`config.mk`:
```
export PLATFORM = sky130hd
export DESIGN_NAME = bpu_sched
export DESIGN_NICKNAME = d
export VERILOG_FILES = /design/src/rtl/bpu_sched.sv
export SDC_FILE = /design/constraint.sdc
export NUM_CORES = 1
export LEC_CHECK = 0
export BUFFER_PORTS_ARGS = -buffer_cell sky130_fd_sc_hd__buf_4
export CORE_ASPECT_RATIO = 1.75
export CORE_MARGIN = 5
export CORE_UTILIZATION = 25
export DETAILED_ROUTE_END_ITERATION = 8
export GPL_TIMING_DRIVEN = 0
export PLACE_DENSITY_LB_ADDON = 0.12
export SYNTH_ARGS = -nofsm -noshare
export SYNTH_HDL_FRONTEND = slang
export SYNTH_SLANG_ARGS = --single-unit
```
`constraint.sdc`:
```
create_clock -name clk -period 7.84 [get_ports clk]
set_input_delay 0.784 -clock clk [delete_from_list [all_inputs] [get_ports clk]]
set_output_delay 0.784 -clock clk [all_outputs]
set_load 0.03 [all_outputs]
```
`src/rtl/bpu_sched.sv`:
```
// Arbitrates the single-ported bpu between fetch predictions and retired-branch updates.
// Updates are held in an in-order queue, and a mispredicted update opens a fetch-blocking flush window.
module bpu_sched #(
    parameter int PC         = 32,
    parameter int TAGE_IND   = 4,
    parameter int QDEPTH     = 8,
    parameter int STARVE_MAX = 4,
    parameter int MAX_INFL   = 15,
    parameter int FLUSH_CYC  = 4
) (
    input  logic                          clk,
    input  logic                          rst_n,
    input  logic                          fetch_req_i,
    input  logic [PC-1:0]                 fetch_addr_i,
    output logic                          fetch_gnt_o,
    input  logic                          ret_val_i,
    output logic                          ret_rdy_o,
    input  logic [PC-1:0]                 ret_pc_i,
    input  logic                          ret_taken_i,
    input  logic [TAGE_IND-1:0]           ret_tage_ind_i,
    input  logic                          ret_mispred_i,
    output logic                          bpu_req_o,
    output logic [PC-1:0]                 bpu_addr_o,
    output logic                          bpu_update_o,
    output logic [PC-1:0]                 bpu_pc_o,
    output logic                          bpu_taken_o,
    output logic [TAGE_IND-1:0]           bpu_tage_ind_o,
    output logic                          bpu_flush_o,
    output logic [$clog2(QDEPTH):0]       q_count_o,
    output logic [$clog2(MAX_INFL+1)-1:0] infl_o
);
    localparam int PW = $clog2(QDEPTH);
    localparam int CW = PW + 1;
    localparam int IW = $clog2(MAX_INFL + 1);
    localparam int SW = $clog2(STARVE_MAX + 1);
    localparam int FW = (FLUSH_CYC > 1) ? $clog2(FLUSH_CYC) : 1;
    localparam logic [CW-1:0] Q_FULL     = CW'(QDEPTH);
    localparam logic [IW-1:0] INFL_FULL  = IW'(MAX_INFL);
    localparam logic [SW-1:0] STARVE_LIM = SW'(STARVE_MAX);
    localparam logic [FW-1:0] FCNT_INIT  = FW'(FLUSH_CYC - 1);

    typedef enum logic {ST_RUN = 1'b0, ST_FLUSH = 1'b1} state_e;

    typedef struct packed {
        logic [PC-1:0]       pc;
        logic                taken;
        logic [TAGE_IND-1:0] tage_ind;
        logic                mispred;
    } entry_t;

    entry_t              mem_q [QDEPTH];
    logic [PW-1:0]       wptr_q, wptr_d, rptr_q, rptr_d;
    logic [CW-1:0]       count_q, count_d;
    logic [IW-1:0]       infl_q, infl_d;
    logic [SW-1:0]       starve_q, starve_d;
    logic [FW-1:0]       fcnt_q, fcnt_d;
    state_e              state_q, state_d;

    logic                bpu_req_q, bpu_update_q, bpu_taken_q, bpu_flush_q;
    logic [PC-1:0]       bpu_addr_q, bpu_pc_q;
    logic [TAGE_IND-1:0] bpu_tage_ind_q;

    entry_t              head_s;
    logic                enq_s, upd_elig_s, fetch_elig_s, upd_win_s, gnt_s, flush_s;

    // Arbitration between the queued update and the fetch request
    always_comb begin
        head_s       = mem_q[rptr_q];
        enq_s        = ret_val_i && (count_q != Q_FULL);
        upd_elig_s   = (count_q != {CW{1'b0}}) && (infl_q != {IW{1'b0}});
        // Gated by rst_n so no grant is visible while reset is held
        fetch_elig_s = rst_n && fetch_req_i && (state_q == ST_RUN) && (infl_q != INFL_FULL);
        upd_win_s    = upd_elig_s && (!fetch_elig_s || (count_q == Q_FULL) || (starve_q == STARVE_LIM));
        gnt_s        = fetch_elig_s && !upd_win_s;
        flush_s      = upd_win_s && head_s.mispred;
    end

    // Queue pointers, occupancy, starvation and in-flight bookkeeping
    always_comb begin
        wptr_d   = wptr_q;
        rptr_d   = rptr_q;
        count_d  = count_q;
        infl_d   = infl_q;
        starve_d = starve_q;
        if (enq_s) begin
            wptr_d = wptr_q + {{(PW-1){1'b0}}, 1'b1};
        end else begin
            wptr_d = wptr_q;
        end
        if (upd_win_s) begin
            rptr_d = rptr_q + {{(PW-1){1'b0}}, 1'b1};
        end else begin
            rptr_d = rptr_q;
        end
        case ({enq_s, upd_win_s})
            2'b10:   count_d = count_q + {{(CW-1){1'b0}}, 1'b1};
            2'b01:   count_d = count_q - {{(CW-1){1'b0}}, 1'b1};
            default: count_d = count_q;
        endcase
        // A flush discards wrong-path predictions; only the entries still queued remain owed
        if (flush_s) begin
            infl_d = IW'(count_q - {{(CW-1){1'b0}}, 1'b1});
        end else if (gnt_s) begin
            infl_d = infl_q + {{(IW-1){1'b0}}, 1'b1};
        end else if (upd_win_s) begin
            infl_d = infl_q - {{(IW-1){1'b0}}, 1'b1};
        end else begin
            infl_d = infl_q;
        end
        if (upd_win_s || (count_q == {CW{1'b0}})) begin
            starve_d = {SW{1'b0}};
        end else if (gnt_s && (starve_q != STARVE_LIM)) begin
            starve_d = starve_q + {{(SW-1){1'b0}}, 1'b1};
        end else begin
            starve_d = starve_q;
        end
    end

    // Flush window sequencing; a mispredict inside the window restarts it
    always_comb begin
        state_d = state_q;
        fcnt_d  = fcnt_q;
        case (state_q)
            ST_RUN: begin
                if (flush_s) begin
                    state_d = ST_FLUSH;
                    fcnt_d  = FCNT_INIT;
                end else begin
                    state_d = ST_RUN;
                    fcnt_d  = fcnt_q;
                end
            end
            ST_FLUSH: begin
                if (flush_s) begin
                    fcnt_d = FCNT_INIT;
                end else if (fcnt_q == {FW{1'b0}}) begin
                    state_d = ST_RUN;
                end else begin
                    fcnt_d = fcnt_q - {{(FW-1){1'b0}}, 1'b1};
                end
            end
            default: begin
                state_d = ST_RUN;
                fcnt_d  = {FW{1'b0}};
            end
        endcase
    end

    // Queue storage; reset only clears the pointers, stale data is never read
    always_ff @(posedge clk) begin
        if (enq_s) begin
            mem_q[wptr_q] <= '{pc: ret_pc_i, taken: ret_taken_i,
                               tage_ind: ret_tage_ind_i, mispred: ret_mispred_i};
        end
    end

    // Control state registers
    always_ff @(posedge clk or negedge rst_n) begin
        if (!rst_n) begin
            wptr_q   <= {PW{1'b0}};
            rptr_q   <= {PW{1'b0}};
            count_q  <= {CW{1'b0}};
            infl_q   <= {IW{1'b0}};
            starve_q <= {SW{1'b0}};
            fcnt_q   <= {FW{1'b0}};
            state_q  <= ST_RUN;
        end else begin
            wptr_q   <= wptr_d;
            rptr_q   <= rptr_d;
            count_q  <= count_d;
            infl_q   <= infl_d;
            starve_q <= starve_d;
            fcnt_q   <= fcnt_d;
            state_q  <= state_d;
        end
    end

    // Registered bpu-side outputs, one cycle after the decision
    always_ff @(posedge clk or negedge rst_n) begin
        if (!rst_n) begin
            bpu_req_q      <= 1'b0;
            bpu_addr_q     <= {PC{1'b0}};
            bpu_update_q   <= 1'b0;
            bpu_pc_q       <= {PC{1'b0}};
            bpu_taken_q    <= 1'b0;
            bpu_tage_ind_q <= {TAGE_IND{1'b0}};
            bpu_flush_q    <= 1'b0;
        end else begin
            bpu_req_q    <= gnt_s;
            bpu_update_q <= upd_win_s;
            bpu_flush_q  <= flush_s;
            if (gnt_s) begin
                bpu_addr_q <= fetch_addr_i;
            end
            if (upd_win_s) begin
                bpu_pc_q       <= head_s.pc;
                bpu_taken_q    <= head_s.taken;
                bpu_tage_ind_q <= head_s.tage_ind;
            end
        end
    end

    assign fetch_gnt_o    = gnt_s;
    assign ret_rdy_o      = (count_q != Q_FULL);
    assign q_count_o      = count_q;
    assign infl_o         = infl_q;
    assign bpu_req_o      = bpu_req_q;
    assign bpu_addr_o     = bpu_addr_q;
    assign bpu_update_o   = bpu_update_q;
    assign bpu_pc_o       = bpu_pc_q;
    assign bpu_taken_o    = bpu_taken_q;
    assign bpu_tage_ind_o = bpu_tage_ind_q;
    assign bpu_flush_o    = bpu_flush_q;

endmodule

```
==> Yosys cells after proc, flatten, opt, wreduce, memory -nomap -nowiden <==
Memories as Yosys holds them, arrays and structs flattened.
Cells that the tools add are included.
{ "totals": {"reg_bits": 92, "input_bits": 74, "mem_bits_rw": 304, "n_memories": 1} }
{ "mem_list": {"columns": ["memory", "words", "word_bits", "rd", "rd_ports_with_merged_regs", "write_ports", "line_no", "source"], "rows": [
  ["mem_q", 8, 38, 1, 0, 1, "51", "entry_t mem_q [QDEPTH];"]
]} }
{ "op_classes": {"addsub": 8, "mux": 16, "n_reduce_logical": 22, "n_eq_ne": 9, "n_bitwise": 1} }
{ "op_table": {"columns": ["cell", "count"], "rows": [
  ["4-bit 2-to-1 mux", 3],
  ["3-bit by 1-bit adder with 3-bit output (second input constant)", 3],
  ["1-bit logical AND", 9],
  ["4-bit by 1-bit adder with 4-bit output (second input constant)", 2],
  ["4-bit inequality test (second input constant)", 2],
  ["4-bit one-hot mux with 2 select lines", 1],
  ["4-bit nonzero test", 2],
  ["4-bit by 1-bit subtractor with 4-bit output (second input constant)", 2],
  ["2-bit 2-to-1 mux", 3],
  ["3-bit 2-to-1 mux", 2],
  ["3-bit inequality test (second input constant)", 2],
  ["1-bit 2-to-1 mux", 5],
  ["4-bit == test (second input constant)", 1],
  ["4-bit logical NOT", 1],
  ["2-bit one-hot mux with 2 select lines", 1],
  ["2-bit nonzero test", 2],
  ["3-bit == test (second input constant)", 1],
  ["1-bit logical OR", 3],
  ["3-bit nonzero test", 1],
  ["2-bit by 1-bit == test with 1-bit output (second input constant)", 1],
  ["2-bit == test (second input constant)", 1],
  ["1-bit logical NOT", 2],
  ["2-bit logical NOT", 1],
  ["2-bit inequality test (second input constant)", 1],
  ["other kinds (4)", 4]
]} }

==> Logic depth before layout (Yosys ltp) <==
{ "depth": {"depth_word": 12, "mapped_depth": 14, "depth_no_buf": 12} }

==> Least setup slack after synthesis <==
Ideal clock, no wire load.
{ "synth_path": {"kind": "flip-flop to flip-flop", "start": "register count_q[0] (netlist: q_count_o[0])", "end": "memory mem_q[0][0] (netlist name) (enable)", "required_ns": 7.360, "slack_ns": 3.248, "arrival_time_ns": 4.112, "path_buffers": 0, "stages_incl_launch_ff": 7, "path_cell_list": "dfrtp_1 > inv_1 > ha_1 > nand3b_4 > nand2_1 > or2_1 > nor3_1"} }
{ "synth_via": {"elab_chain_cells": 4} }
{ "synth_rtl": {"columns": ["item", "line_no", "source"], "rows": [
  ["from (decl)", "53", "logic [CW-1:0] count_q, count_d;"],
  ["from (signal assigned)", "162", "count_q <= {CW{1'b0}};"],
  ["from (signal assigned)", "170", "count_q <= count_d;"],
  ["4-bit inequality test", null, null],
  ["named net ret_rdy_o", "17", "output logic ret_rdy_o,"],
  ["1-bit logical AND", "69", "enq_s = ret_val_i && (count_q != Q_FULL);"],
  ["1-bit 2-to-1 mux", "151", "if (enq_s) begin"],
  ["1-bit 2-to-1 mux (implied by the code)", "152", "mem_q[wptr_q] <= '{pc: ret_pc_i, taken: ret_taken_i,"],
  ["to (decl)", "51", null]
]} }
The timed path passes the listed nets, and every way through them passes these cells.

==> Worst setup path after layout <==
{ "layout_path": {"start": "register count_q[0] (netlist: q_count_o[0])", "end": "output fetch_gnt_o"} }
{ "layout_via": {"elab_chain_cells": 6, "word_cells_on_any_way": 8} }
{ "layout_rtl": {"columns": ["item", "line_no", "source"], "rows": [
  ["4-bit == test", "73", "upd_win_s = upd_elig_s && (!fetch_elig_s || (count_q == Q_FULL) || (starve_q == STARVE_LIM));"],
  ["1-bit logical OR (2 in a row)", "73", null],
  ["1-bit logical AND (*)", "73", null],
  ["1-bit logical NOT (*)", "74", "gnt_s = fetch_elig_s && !upd_win_s;"],
  ["1-bit logical AND (*)", "74", null],
  ["to (decl)", "15", "output logic fetch_gnt_o,"]
]} }
Mark *: on every way between the ends. The rest lies on a longest branch, timed or not.

==> results.json <==
{
  "cts.path.max_buffers": 3,
  "final_layout_size_suffix_gt1_frac": 0.376,
  "start_util": 0.253,
  "worst_slack_ns": 4.34,
  "hpwl_mm": 25.5,
  "first_iter_violations": 402,
  "htree_levels": 2,
  "antenna_found_initial": 2,
  "fp-row-count": 119,
  "ys_warn_count": 0,
  "cts_tree": "done",
  "max_freq_mhz": 286,
  "routed_wl_mm": 39.3,
  "cp-start-kind": "flop",
  "n_fill_cell": 5843,
  "syn_area_sq_um": 15300,
  "final_max_slew_viol_count": 0,
  "track_usage": 0.118,
  "hp-class": "in2async",
  "ant_nets": 0,
  "reg2reg_to": "infl_o[3]$_DFFE_PN0P_",
  "post-route-period-util": 0.446,
  "rsz0062_at_grt": "false",
  "dp_worst_setup_slack_ns": 3.94,
  "cts-buffers-inserted": 42,
  "avgSynthCellArea_sq_um": 20.1,
  "r2r_cells": 14,
  "dieWidth_um": 197,
  "rr_startpoint": "q_count_o[0]$_DFFE_PN0P_",
  "core-area_sq_um": 60300,
  "syn2layout_area_growth_pct": 25.7,
  "dr_wl_met3_mm": 2.32,
  "cts_root_buf": "clkbuf_16",
  "final_util": 0.318,
  "top_layer": "met5",
  "crit_type": "reg2out",
  "diodes": 0,
  "firstDrtPassIters": 4,
  "gp_congestion": 0.693,
  "io_pins": 156,
  "nets": 1064,
  "syn_nets": 844,
  "ys_seq_area_frac": 0.749,
  "grt_max_degree": 78,
  "crit_path_end_kind": "primary output",
  "num_vias": 7679,
  "required_ns": 7.06,
  "dieHeight_um": 337,
  "synth_seq_cells": 396,
  "maxCapViolCount": 0,
  "r2r_slack_ns": 4.58,
  "clock_latency_ns": 0.55,
  "status": "finished clean",
  "synthCells": 758,
  "ir_drop_v": 0.000195,
  "timing.final.crit_period_ns": 3.50,
  "avgViaCountPerCell": 4.27,
  "crit_arrival_ns": 2.72,
  "p_per_area_nw_per_um2": 410,
  "finalSetupViolCount": 0,
  "leakage_nw": 6.92,
  "whs_ns": 0.0762,
  "post_cts_buffers": 0,
  "grt_pass1_wl_mm": 58.4,
  "drcViolationCount": 0,
  "wl_met2_mm": 20.1,
  "grt_pass1_vias": 8503,
  "wl_per_cell_um": 21.9,
  "worst_slew_pin_slew_ns": 1.09,
  "clk_pin_slew_ns": 0.06,
  "finalHoldViolCount": 0,
  "grt_overflow": 0,
  "clock_sink_count": 396,
  "cts_resized": 0,
  "m1WireLength_mm": 16.0,
  "relSlewSlack": 0.275,
  "cp_max_fo": 11,
  "finClkSkew_ns": 0.0160,
  "ctsHoldBuffers": 0,
  "synth_cell_types": 44,
  "port_buffers": 155,
  "die_area_sq_um": 66200
}
[routing by layer]
layer | up-vias | track usage
met3 | 52 | 0.0230
li1 | 3438 | -
met2 | 231 | 0.212
met1 | 3954 | 0.145
met4 | 4 | 0.0329
met5 | - | 0
[cells by family after synthesis]
group | count (synthesis) | share of synthesized area
multiplexers | 151 | 0.171
XOR/XNOR | 13 | 0.00747
flip-flops | 396 | 0.749
adder cells (fa/ha/maj) | 12 | 0.0103
AND/OR/NAND/NOR | 91 | 0.0281
buffers and inverters | 44 | 0.0147
AO/OA/AOI/OAI | 51 | 0.0189
[synthesized netlist by cell type (all sizes together)]
library cell	count	area, sq um
mux2	34	488
a31o	1	8.76
nor2	12	45.0
edfxtp	304	9130
a21o	2	15.0
o22ai	1	6.26
a31oi	1	6.26
and2	1	6.26
and4	1	8.76
nor4b	1	15.0
clkbuf	5	18.8
a21oi	2	10.0
nand2b	5	31.3
ha	11	138
o211ai	1	7.51
nand2	52	195
nor4	1	6.26
nor3	6	30.0
o21ai	39	195
inv	9	33.8
buf	30	171
mux4	76	1710
nand3	5	25.0
fa	1	20.0
mux2i	41	410
a311o	1	10.0
a211o	1	8.76
and3	2	12.5
a211oi	2	20.0
nor3b	1	12.5
xor2	4	35.0
nand3b	2	27.5
xnor2	9	78.8
dfrtp	92	2300
or2	2	12.5
[stage by stage]
step	cell area [sq um]	std cells	TNS, ns	total power, W
floorplan	15300	758	0	0.00485
global placement	17400	1699	-27.75	0.00596
detailed placement	17800	1720	0	0.00603
CTS	19200	1798	0	0.00807
global route	19200	1798	0	0.00833
finish	19200	1798	0	0.00786
[how the worst max path moves through the flow]
| stage | start | endpoint | slack (ns) |
|---|---|---|---|
| after global routing | q_count_o[0]$_DFFE_PN0P_ | fetch_gnt_o | 4.15 |
| after global placement | q_count_o[0]$_DFFE_PN0P_ | mem_q[0][20]$_DFFE_PP_ | -0.47 |
| after CTS | q_count_o[0]$_DFFE_PN0P_ | fetch_gnt_o | 4.26 |
| final | q_count_o[0]$_DFFE_PN0P_ | fetch_gnt_o | 4.34 |
| after floorplan | q_count_o[0]$_DFFE_PN0P_ | mem_q[0][0]$_DFFE_PP_ | 3.25 |
| after detailed placement | rst_n | infl_o[3]$_DFFE_PN0P_ | 3.94 |
[critical path, stage by stage, from the launching register on]
cell and delay (ns):
dfrtp_1 0.47, inv_1 0.12, ha_1 0.22, nor3b_2 0.44
a211o_1 0.20, and2_1 0.15, buf_4 0.19, buf_6 0.19
buf_4 0.18
[power by group]
group | leakage (nW) | switching (W) | internal (W)
Clock | 0.678 | 0.000835 | 0.00116
Combinational | 2.38 | 0.00168 | 0.00123
Sequential | 3.87 | 0.000207 | 0.00276
Total | 6.92 | 0.00272 | 0.00514
[registers in the layout, summed over array words and instances, names as in the netlist]
register and count:
bpu_req_o 1, rptr_q 3, bpu_addr_o 32, bpu_taken_o 1, fcnt_q 2, infl_o 4
bpu_update_o 1, bpu_flush_o 1, bpu_tage_ind_o 4, mem_q 304, bpu_pc_o 32, state_q 1
wptr_q 3, q_count_o 4, starve_q 3
[placed cells by master (no fill, tap or decap), drive strengths merged, types with 6 or more instances in the layout]
cell	instances
dfrtp	92
clkinv	15
ha	11
nor3	6
mux4	76
nand2	52
mux2i	41
xnor2	9
nor2	12
clkbuf	65
o21ai	39
mux2	34
edfxtp	304
inv	9
buf	206
[area by class of cell]
class / instances / area [sq um] / share of cell area
Clock buffer: 60 / 1190 / 0.0621
Multi-Input combinational cell: 318 / 3650 / 0.190
Sequential cell: 396 / 11400 / 0.596
Clock inverter: 18 / 183 / 0.00953
Timing Repair Buffer: 176 / 1510 / 0.0789
Buffer: 35 / 190 / 0.00992
Inverter: 9 / 33.8 / 0.00176
Tap cell: 786 / 983 / 0.0513
Power figures use the tool's default switching activity.
